File: src/rtl/mem_access_ctrl.sv
// Multi-channel byte-serial memory access controller.
// Grants one requester at a time (round-robin), then walks the memory one byte per
// completed handshake, assembling read words little-endian.
module mem_access_ctrl #(
    parameter int unsigned ADDR_W = 16,
    parameter int unsigned NUM_CH = 2,
    parameter int unsigned BYTES  = 4
) (
    input  logic                       i_clk,
    input  logic                       i_rst_n,
    input  logic [NUM_CH-1:0]          i_req_valid,
    input  logic [NUM_CH-1:0]          i_req_write,
    input  logic [NUM_CH*ADDR_W-1:0]   i_req_addr,
    input  logic [NUM_CH*8*BYTES-1:0]  i_req_wdata,
    output logic [NUM_CH-1:0]          o_req_ready,
    output logic [NUM_CH-1:0]          o_rsp_valid,
    output logic [8*BYTES-1:0]         o_rsp_rdata,
    output logic                       o_busy,
    output logic [ADDR_W-1:0]          o_mem_address,
    output logic                       o_mem_read,
    output logic                       o_mem_write,
    output logic [7:0]                 o_mem_write_value,
    input  logic [7:0]                 i_mem_read_value,
    input  logic                       i_mem_ready
);

    localparam int unsigned PTR_W  = (NUM_CH > 1) ? $clog2(NUM_CH) : 1;
    localparam int unsigned CNT_W  = (BYTES > 1) ? $clog2(BYTES) : 1;
    localparam int unsigned DATA_W = 8 * BYTES;

    typedef enum logic [1:0] {StIdle, StAccess, StDone} state_e;

    state_e              r_state;
    state_e              w_state_next;
    logic [PTR_W-1:0]    r_ptr;
    logic [PTR_W-1:0]    r_grant;
    logic [ADDR_W-1:0]   r_addr;
    logic [DATA_W-1:0]   r_wdata;
    logic                r_write;
    logic [CNT_W-1:0]    r_byte_cnt;
    logic [DATA_W-1:0]   r_rdata;

    logic [2*NUM_CH-1:0] w_valid_dbl;
    logic [NUM_CH-1:0]   w_valid_rot;
    logic                w_grant_found;
    logic [PTR_W-1:0]    w_grant_idx;
    logic [ADDR_W-1:0]   w_sel_addr;
    logic [DATA_W-1:0]   w_sel_wdata;
    logic                w_sel_write;
    logic [7:0]          w_wbyte;
    logic [DATA_W-1:0]   w_rdata_next;
    logic                w_accept;
    logic                w_last_byte;

    // Rotate the request vector so bit 0 is the channel at the priority pointer.
    assign w_valid_dbl = {i_req_valid, i_req_valid} >> r_ptr;
    assign w_valid_rot = w_valid_dbl[NUM_CH-1:0];
    assign w_last_byte = (r_byte_cnt == CNT_W'(BYTES - 1));
    assign o_rsp_rdata = r_rdata;

    // Pick the first pending channel at or after the priority pointer.
    always_comb begin
        w_grant_found = 1'b0;
        w_grant_idx   = '0;
        for (int unsigned i = 0; i < NUM_CH; i++) begin
            if (!w_grant_found && w_valid_rot[i]) begin
                w_grant_found = 1'b1;
                w_grant_idx   = PTR_W'((32'(r_ptr) + i) % NUM_CH);
            end
        end
    end

    // Select the granted channel's request fields for latching.
    always_comb begin
        w_sel_addr  = '0;
        w_sel_wdata = '0;
        w_sel_write = 1'b0;
        for (int unsigned i = 0; i < NUM_CH; i++) begin
            if (w_grant_idx == PTR_W'(i)) begin
                w_sel_addr  = i_req_addr[i*ADDR_W +: ADDR_W];
                w_sel_wdata = i_req_wdata[i*DATA_W +: DATA_W];
                w_sel_write = i_req_write[i];
            end
        end
    end

    // Current write byte and the read word with the current byte merged in.
    always_comb begin
        w_wbyte      = '0;
        w_rdata_next = r_rdata;
        for (int unsigned b = 0; b < BYTES; b++) begin
            if (r_byte_cnt == CNT_W'(b)) begin
                w_wbyte                 = r_wdata[b*8 +: 8];
                w_rdata_next[b*8 +: 8]  = i_mem_read_value;
            end
        end
    end

    // FSM state register.
    always_ff @(posedge i_clk or negedge i_rst_n) begin
        if (!i_rst_n) begin
            r_state <= StIdle;
        end else begin
            r_state <= w_state_next;
        end
    end

    // Next-state and output decode; req_ready is gated by reset because it is combinational
    // from the request inputs while the state is already forced to idle.
    always_comb begin
        w_state_next      = r_state;
        w_accept          = 1'b0;
        o_req_ready       = '0;
        o_rsp_valid       = '0;
        o_busy            = 1'b0;
        o_mem_address     = '0;
        o_mem_read        = 1'b0;
        o_mem_write       = 1'b0;
        o_mem_write_value = '0;
        unique case (r_state)
            StIdle: begin
                if (w_grant_found && i_rst_n) begin
                    w_accept     = 1'b1;
                    o_req_ready  = NUM_CH'(1) << w_grant_idx;
                    w_state_next = StAccess;
                end
            end
            StAccess: begin
                o_busy            = 1'b1;
                o_mem_address     = r_addr + ADDR_W'(r_byte_cnt);
                o_mem_read        = !r_write;
                o_mem_write       = r_write;
                o_mem_write_value = w_wbyte;
                if (i_mem_ready && w_last_byte) begin
                    w_state_next = StDone;
                end
            end
            StDone: begin
                o_busy       = 1'b1;
                o_rsp_valid  = NUM_CH'(1) << r_grant;
                w_state_next = StIdle;
            end
            default: w_state_next = StIdle;
        endcase
    end

    // Request latching, byte sequencing, read assembly and pointer advance.
    always_ff @(posedge i_clk or negedge i_rst_n) begin
        if (!i_rst_n) begin
            r_ptr      <= '0;
            r_grant    <= '0;
            r_addr     <= '0;
            r_wdata    <= '0;
            r_write    <= 1'b0;
            r_byte_cnt <= '0;
            r_rdata    <= '0;
        end else begin
            if (w_accept) begin
                r_grant    <= w_grant_idx;
                r_addr     <= w_sel_addr;
                r_wdata    <= w_sel_wdata;
                r_write    <= w_sel_write;
                r_byte_cnt <= '0;
            end
            if (r_state == StAccess && i_mem_ready) begin
                if (!r_write) begin
                    r_rdata <= w_rdata_next;
                end
                r_byte_cnt <= r_byte_cnt + CNT_W'(1);
            end
            if (r_state == StDone) begin
                r_ptr <= (r_grant == PTR_W'(NUM_CH - 1)) ? '0 : r_grant + PTR_W'(1);
            end
        end
    end

endmodule

File: config.mk
export PLATFORM = sky130hd
export DESIGN_NAME = mem_access_ctrl
export DESIGN_NICKNAME = d
export VERILOG_FILES = /design/src/rtl/mem_access_ctrl.sv
export SDC_FILE = /design/constraint.sdc
export NUM_CORES = 1
export LEC_CHECK = 0
export CELL_PAD_IN_SITES_DETAIL_PLACEMENT = 0
export CELL_PAD_IN_SITES_GLOBAL_PLACEMENT = 1
export CORE_MARGIN = 3
export CORE_UTILIZATION = 35
export CTS_CLUSTER_SIZE = 25
export DETAILED_ROUTE_END_ITERATION = 8
export GPL_TIMING_DRIVEN = 0
export PLACE_DENSITY = 0.87
export SYNTH_ARGS = -nofsm -noshare
export SYNTH_HDL_FRONTEND = slang
export SYNTH_SLANG_ARGS = --single-unit
File: constraint.sdc
create_clock -name i_clk -period 6.05 [get_ports i_clk]
set_input_delay 1.21 -clock i_clk [delete_from_list [all_inputs] [get_ports i_clk]]
set_output_delay 1.21 -clock i_clk [all_outputs]
set_load 0.05 [all_outputs]
==> results.py, run 1 <==
metrics = {
    "die": {
        "chipHeight_um": 120,
        "start_util": 0.361,
        "rows": 41,
        "io_pins": 174,
        "die_x_um": 120,
        "dieArea_um2": 14500,
        "core-area_um2": 12700,
    },
    "cts": {
        "cts_sinks": 87,
        "clock_path_buffers": 2,
        "cts_tree": "done",
        "cts_root_buf": "clkbuf_16",
        "hold_buffers": 0,
        "post-cts-setup-buffers": 0,
        "post_cts.resized_instances": 0,
        "htreeDepth": 3,
        "clk_latency_ps": 340,
        "numCtsBuffers": 9,
        "clk_pin_slew_ps": 70,
    },
    "synth": {
        "synth_cell_type_count": 43,
        "synth_edf_count": 0,
        "synth_most_common_cell": "dfrtp_1",
        "ys_top_cells_by_area": "dfrtp_1 48%, mux2i_1 11%, mux2_2 7.9%",
        "synth_seq_cells": 87,
        "synth_flop_cell": "dfrtp_1",
        "synth_common_cells": "87 x dfrtp_1, 59 x nand2_1, 50 x mux2i_1, 40 x o21ai_0, 32 x mux2_2",
        "synth_area_per_cell_um2": 10.7,
        "async_reset_ff_frac": 1.00,
        "synthCells": 429,
        "synth-seq-area-share": 0.476,
        "yosys_warnings": 0,
        "yosys.area.top_type": "dfrtp_1",
        "syn_area_um2": 4570,
        "synthDominantCellAreaShare": 0.476,
        "synth_nets": 551,
    },
    "finish": {
        "syn2layout_area_growth_pct": 50.9,
        "fin_cells": 791,
        "drive_above_1_share": 0.128,
        "diodes": 0,
        "final_nets": 736,
        "nFillCells": 1127,
    },
    "drt": {
        "drc_errors": 0,
        "vias": 3864,
        "drt-pass1-iter-count": 4,
        "postRouteAntennaNets": 0,
        "drt-total-wl_mm": 13.1,
        "avgRoutedWirePerCell_um": 16.6,
        "vias_per_cell": 4.88,
        "drt_iter0_drc": 156,
    },
    "worst_hold_path": {
        "hold_path_class": "reg -> reg",
        "min_to": "r_wdata[17]",
        "min_from": "r_wdata[17]",
        "hold_path_depth": 2,
    },
    "sta": {
        "rsz0062_at_grt": "false",
        "hold-worst-slack_ps": 483,
        "max-slew-margin-rel": 0.594,
        "worstMarginPinSlew_ps": 610,
        "max_freq_ghz": 0.220,
        "skew_ps": 7.75,
        "setup_viol": 0,
        "finalHoldViolCount": 0,
        "layout_setup_ws_ps": 1510,
        "drv_slew": 0,
        "layout_min_cycle_time_ps": 4540,
        "fin_crit_sh": 0.750,
    },
    "placed_design": {
        "placed_cells": 775,
        "io_buffers": 173,
        "dp_slack_ps": 1480,
        "gp_congestion": 0.837,
        "hpwl_mm": 10.2,
    },
    "critical_path": {
        "r2r_slack_ps": 4190,
        "cp_slowest_cell": "clkdlybuf4s50_1",
        "cp-end-kind": "primary output",
        "critPathTopFamily": "buffers and inverters",
        "worstReg2RegEnd": "o_rsp_rdata[13]",
        "path_class": "in -> out",
        "critPathMaxFanout": 10,
        "r2r_start": "r_byte_cnt[1]",
        "slowest_delay_ps": 810,
        "path_buf_inv": 4,
        "cp.arrival_ps": 3330,
        "cp-start-kind": "primary input",
        "ff2ff_path_depth": 5,
        "critPathRequiredTime_ps": 4840,
        "crit_chain": "clkdlybuf4s50_1, inv_1, o21ai_2, buf_4, nor2b_1, clkdlybuf4s50_1",
        "cp_common_cell": "clkdlybuf4s50_1",
    },
    "grt": {
        "grt_pass1_wl_mm": 21.4,
        "grt_max_degree": 46,
        "grt_pass1_vias": 4181,
        "overflow": 0,
        "antenna_found_initial": 0,
        "grt_usage": 0.187,
    },
    "pwr": {
        "peakVddDrop_mv": 0.309,
        "p_per_area_nw_per_um2": 504,
        "p_leak_nw": 3.09,
    },
    "run_status": {
        "outcome": "finished clean",
    },
    "run": {
        "max-cap-violations": 0,
    },
}
worst register-to-register path: stages, from the launching register on:
cell and delay, ps:
dfrtp_1 470, inv_1 110, ha_1 160, clkbuf_1 390, nand2_2 270, mux2_2 340
worst max path at each step:
| stage | startpoint | endpoint | slack (ps) | cells after the start |
|---|---|---|---|---|
| floorplan | i_req_valid[0] | o_req_ready[0] | 2430 | 4 |
| global placement | i_rst_n | o_req_ready[1] | -1970 | 5 |
| detailed placement | i_rst_n | o_req_ready[1] | 1480 | 5 |
| CTS | i_rst_n | o_req_ready[1] | 1480 | 5 |
| global route | i_rst_n | o_req_ready[1] | 1370 | 5 |
| finish | i_req_valid[0] | o_req_ready[0] | 1510 | 6 |
metal layers:
metal / GRT usage / vias up / routed length (um) / share of wire
li1: - / 1871 / - / -
met1: 0.231 / 1858 / 5470 / 0.42
met2: 0.312 / 128 / 6360 / 0.48
met3: 0.0692 / 7 / 1190 / 0.091
met4: 0.0432 / 0 / 121 / 0.0092
met5: 0 / - / 0 / 0
kinds of logic (layout without fill, tap and decap cells):
group / after synthesis / after routing / synth area share
AO/OA/AOI/OAI: 85 / 85 / 0.110
XOR/XNOR: 12 / 12 / 0.0230
adder cells (fa/ha/maj): 11 / 11 / 0.0318
buffers and inverters: 38 / 228 / 0.0378
flip-flops: 87 / 87 / 0.476
multiplexers: 82 / 82 / 0.188
AND/OR/NAND/NOR: 114 / 114 / 0.133
flip-flops by register name (all words and copies together) (netlist names):
signal       count
r_grant          1
r_wdata         32
r_state          2
r_addr          16
o_rsp_rdata     32
r_ptr            1
r_write          1
r_byte_cnt       2
where the power goes:
part	internal (mW)	leakage [nW]	switching, mW
clock	0.409	0.172	0.242
sequential	0.843	1.10	0.198
combinational	0.671	1.82	1.11
total	1.92	3.09	1.55
stage by stage:
step | setup TNS, ps | util | area [um^2] | power (mW)
after floorplan | 0 | - | 4570 | 2.20
after global placement | -18080 | 0.514 | 6520 | 2.80
after detailed placement | 0 | 0.516 | 6540 | 2.85
after CTS | 0 | 0.544 | 6890 | 3.52
after global routing | 0 | 0.544 | 6890 | 3.69
final | 0 | 0.544 | 6890 | 3.48
placed cells by master, fill, tap and decap left out, types with 9 or more instances in the layout:
| cell type | Yosys | routed |
|---|---|---|
| mux2i_1 | 50 | 50 |
| o21ai_0 | 40 | 40 |
| inv_1 | 14 | 14 |
| clkdlybuf4s50_1 | 0 | 172 |
| dfrtp_1 | 87 | 87 |
| ha_1 | 10 | 10 |
| nand2_1 | 59 | 59 |
| clkbuf_1 | 10 | 10 |
| clkbuf_16 | 0 | 9 |
| mux2_2 | 32 | 32 |
| o21ai_1 | 15 | 15 |
| and2_1 | 17 | 17 |
| buf_2 | 9 | 9 |
area by class of cell:
class	instances	area, um^2	area share
Multi-Input combinational cell	304	2220	0.322
Sequential cell	87	2180	0.316
Timing Repair Buffer	174	1760	0.255
Tap cell	172	215	0.0312
Inverter	14	52.6	0.00762
Clock inverter	7	128	0.0185
Buffer	24	120	0.0174
Clock buffer	9	225	0.0327
Note: power is estimated with default switching activity, not from simulation.
==> run 2, diff against run 1 <==
Settings changed: CORE_UTILIZATION 35 to 33, PLACE_DENSITY 0.87 to 0.83.
Clock period 6.05 ns to 4.3 ns, I/O delays scaled along.
==> run 2 against run 1 <==
Net effect:
- clock-buffer cell count unchanged
- clock skew decreased by 1.0 ps
- final area decreased by 0.54%
- worst hold slack got worse by 75 ps
- routed wire length decreased by 2.1%
- first-iteration DRC count increased by 8.3%
- combinational power increased by 39%
- worst setup slack got worse by 1100 ps
- die area increased by 5.8%
- largest cell class unchanged
- non-clock buffer count unchanged
- total power increased by 37%
- sequential share of layout area increased by 0.17 points
==> results.py, run 2 (synthesis gave the netlist of run 1 again) <==
metrics = {
    "sta": {
        "finalSetupTns_ps": 0,
        "fin_crit_sh": 0.908,
        "rsz0062_at_grt": "false",
        "worstMarginPinSlew_ps": 561,
        "max_freq_ghz": 0.256,
        "setup_viol": 0,
        "layout_setup_ws_ps": 394,
        "finalHoldViolCount": 0,
        "skew_ps": 6.75,
        "layout_min_cycle_time_ps": 3910,
        "drv_slew": 0,
        "max-slew-margin-rel": 0.625,
    },
    "pwr": {
        "seq_power_share": 0.312,
        "p_per_area_nw_per_um2": 693,
        "p_int_mw": 2.59,
        "p_switching_mw": 2.17,
        "total_power_mw": 4.75,
        "p_sw_frac": 0.456,
        "p_comb_frac": 0.522,
        "peakVddDrop_mv": 0.233,
        "p_clk_frac": 0.166,
        "p_leak_nw": 3.06,
    },
    "drt": {
        "wl_met1_mm": 5.25,
        "wl_met3_um": 596,
        "drc_errors": 0,
        "vias": 3842,
        "top_layer": "met4",
        "drt-total-wl_mm": 12.9,
        "drt_iter0_drc": 169,
        "postRouteAntennaNets": 0,
        "drt-pass1-iter-count": 4,
        "vias_per_cell": 4.83,
        "wl_met2_mm": 6.81,
        "avgRoutedWirePerCell_um": 16.2,
    },
    "finish": {
        "final_common_cell": "clkdlybuf4s50_1",
        "syn2layout_area_growth_pct": 50.1,
        "diodes": 0,
        "drive_above_1_share": 0.128,
        "final_nets": 736,
        "finish.utilization": 0.512,
        "nFillCells": 1251,
        "final_cell_mix": "172 x clkdlybuf4s50_1, 87 x dfrtp_1, 59 x nand2_1",
    },
    "critical_path": {
        "startpoint": "i_req_valid[0]",
        "cp-start-kind": "primary input",
        "critPathRequiredTime_ps": 3440,
        "r2r_start": "r_byte_cnt[1]",
        "cp.arrival_ps": 3050,
        "cp-end-kind": "primary output",
        "path_class": "in -> out",
        "critPathMaxFanout": 10,
    },
    "placed_design": {
        "gp_congestion": 0.850,
        "hpwl_mm": 10.2,
        "dp_slack_ps": 383,
        "io_buffers": 173,
    },
    "cts": {
        "post-cts-setup-buffers": 0,
        "clk_pin_slew_ps": 70,
        "cts_sinks": 87,
        "numCtsBuffers": 9,
        "htreeDepth": 3,
        "cts_root_buf": "clkbuf_16",
        "clk_latency_ps": 340,
        "clock_path_buffers": 2,
        "cts_tree": "done",
        "hold_buffers": 0,
        "post_cts.resized_instances": 0,
    },
    "grt": {
        "overflow": 0,
        "grt_pass1_wl_mm": 20.1,
        "grt_usage": 0.170,
        "antenna_found_initial": 0,
        "grt_pass1_vias": 3987,
        "grt_max_degree": 70,
    },
    "die": {
        "chipHeight_um": 124,
        "core-area_um2": 13400,
        "dieArea_um2": 15300,
        "start_util": 0.341,
        "rows": 42,
        "io_pins": 174,
        "die_x_um": 124,
    },
    "run_status": {
        "outcome": "finished clean",
    },
    "run": {
        "max-cap-violations": 0,
    },
    "worst_hold_path": {
        "hold_path_class": "in -> async",
    },
}
==> run 2: through the flow <==
step | hold WS (ps) | cells | instance area, um^2
2_1_floorplan | 441 | 429 | 4570
3_3_place_gp | 461 | 778 | 6520
3_5_place_dp | 473 | 779 | 6550
4_1_cts | 408 | 795 | 6860
5_1_grt | 413 | 795 | 6860
6_report | 408 | 795 | 6860
==> run 2: routing by layer <==
metal,vias up,global-route usage
li1,1861,-
met1,1853,0.206
met2,114,0.300
met3,14,0.0336
met4,0,0.0547
met5,-,0
==> run 2: worst paths after layout <==
| check | endpoint | slack [ps] | cells after the start |
|---|---|---|---|
| worst max-delay path | o_req_ready[0] | 390 | 6 |
| worst min-delay path | o_rsp_rdata[28] | 410 | 1 |
| worst max register to register | o_rsp_rdata[15] | 2400 | 5 |
| worst min register to register | r_wdata[9] | 480 | 2 |
| max in group asynchronous | r_byte_cnt[1] | 3260 | 2 |
| min in group i_clk | r_wdata[9] | 480 | 2 |
==> run 2: critical path: stages <==
cell             delay [ps]
clkdlybuf4s50_1         510
inv_1                    60
o21ai_2                 370
buf_4                   290
nor2b_1                 140
clkdlybuf4s50_1         810
==> run 2: power groups by stage <==
stage	sequential [mW]	combinational (mW)	clock (mW)
after detailed placement	1.50	2.50	0
after CTS	1.48	2.51	0.808
after global placement	1.47	2.46	0
final	1.48	2.48	0.789
after global routing	1.53	2.68	0.851
after floorplan	1.86	1.23	0
==> run 2: final cells by class <==
class | instances | area, um^2 | area share
inverters | 14 | 52.6 | 0.00766
plain buffers | 24 | 120 | 0.0175
clock buffers | 9 | 225 | 0.0328
clock inverters | 7 | 85.1 | 0.0124
flip-flops and latches | 87 | 2180 | 0.318
well taps | 176 | 220 | 0.0321
repair buffers | 174 | 1760 | 0.256
multi-input cells | 304 | 2220 | 0.324
==> run 3, diff against run 2 <==
Clock period 4.3 ns to 4.4 ns, I/O delays scaled along.
==> results of run 3 <==
Same layout as run 2 (identical final DEF). Status: finished clean.
Main changes from that run: setup slack after placement 383 ps -> 443 ps; setup slack after layout 394 ps -> 454 ps; hold slack 408 ps -> 428 ps; register-to-register setup slack 2400 ps -> 2500 ps; total power 4.75 mW -> 4.65 mW; worst IR drop on VDD 0.233 mV -> 0.227 mV
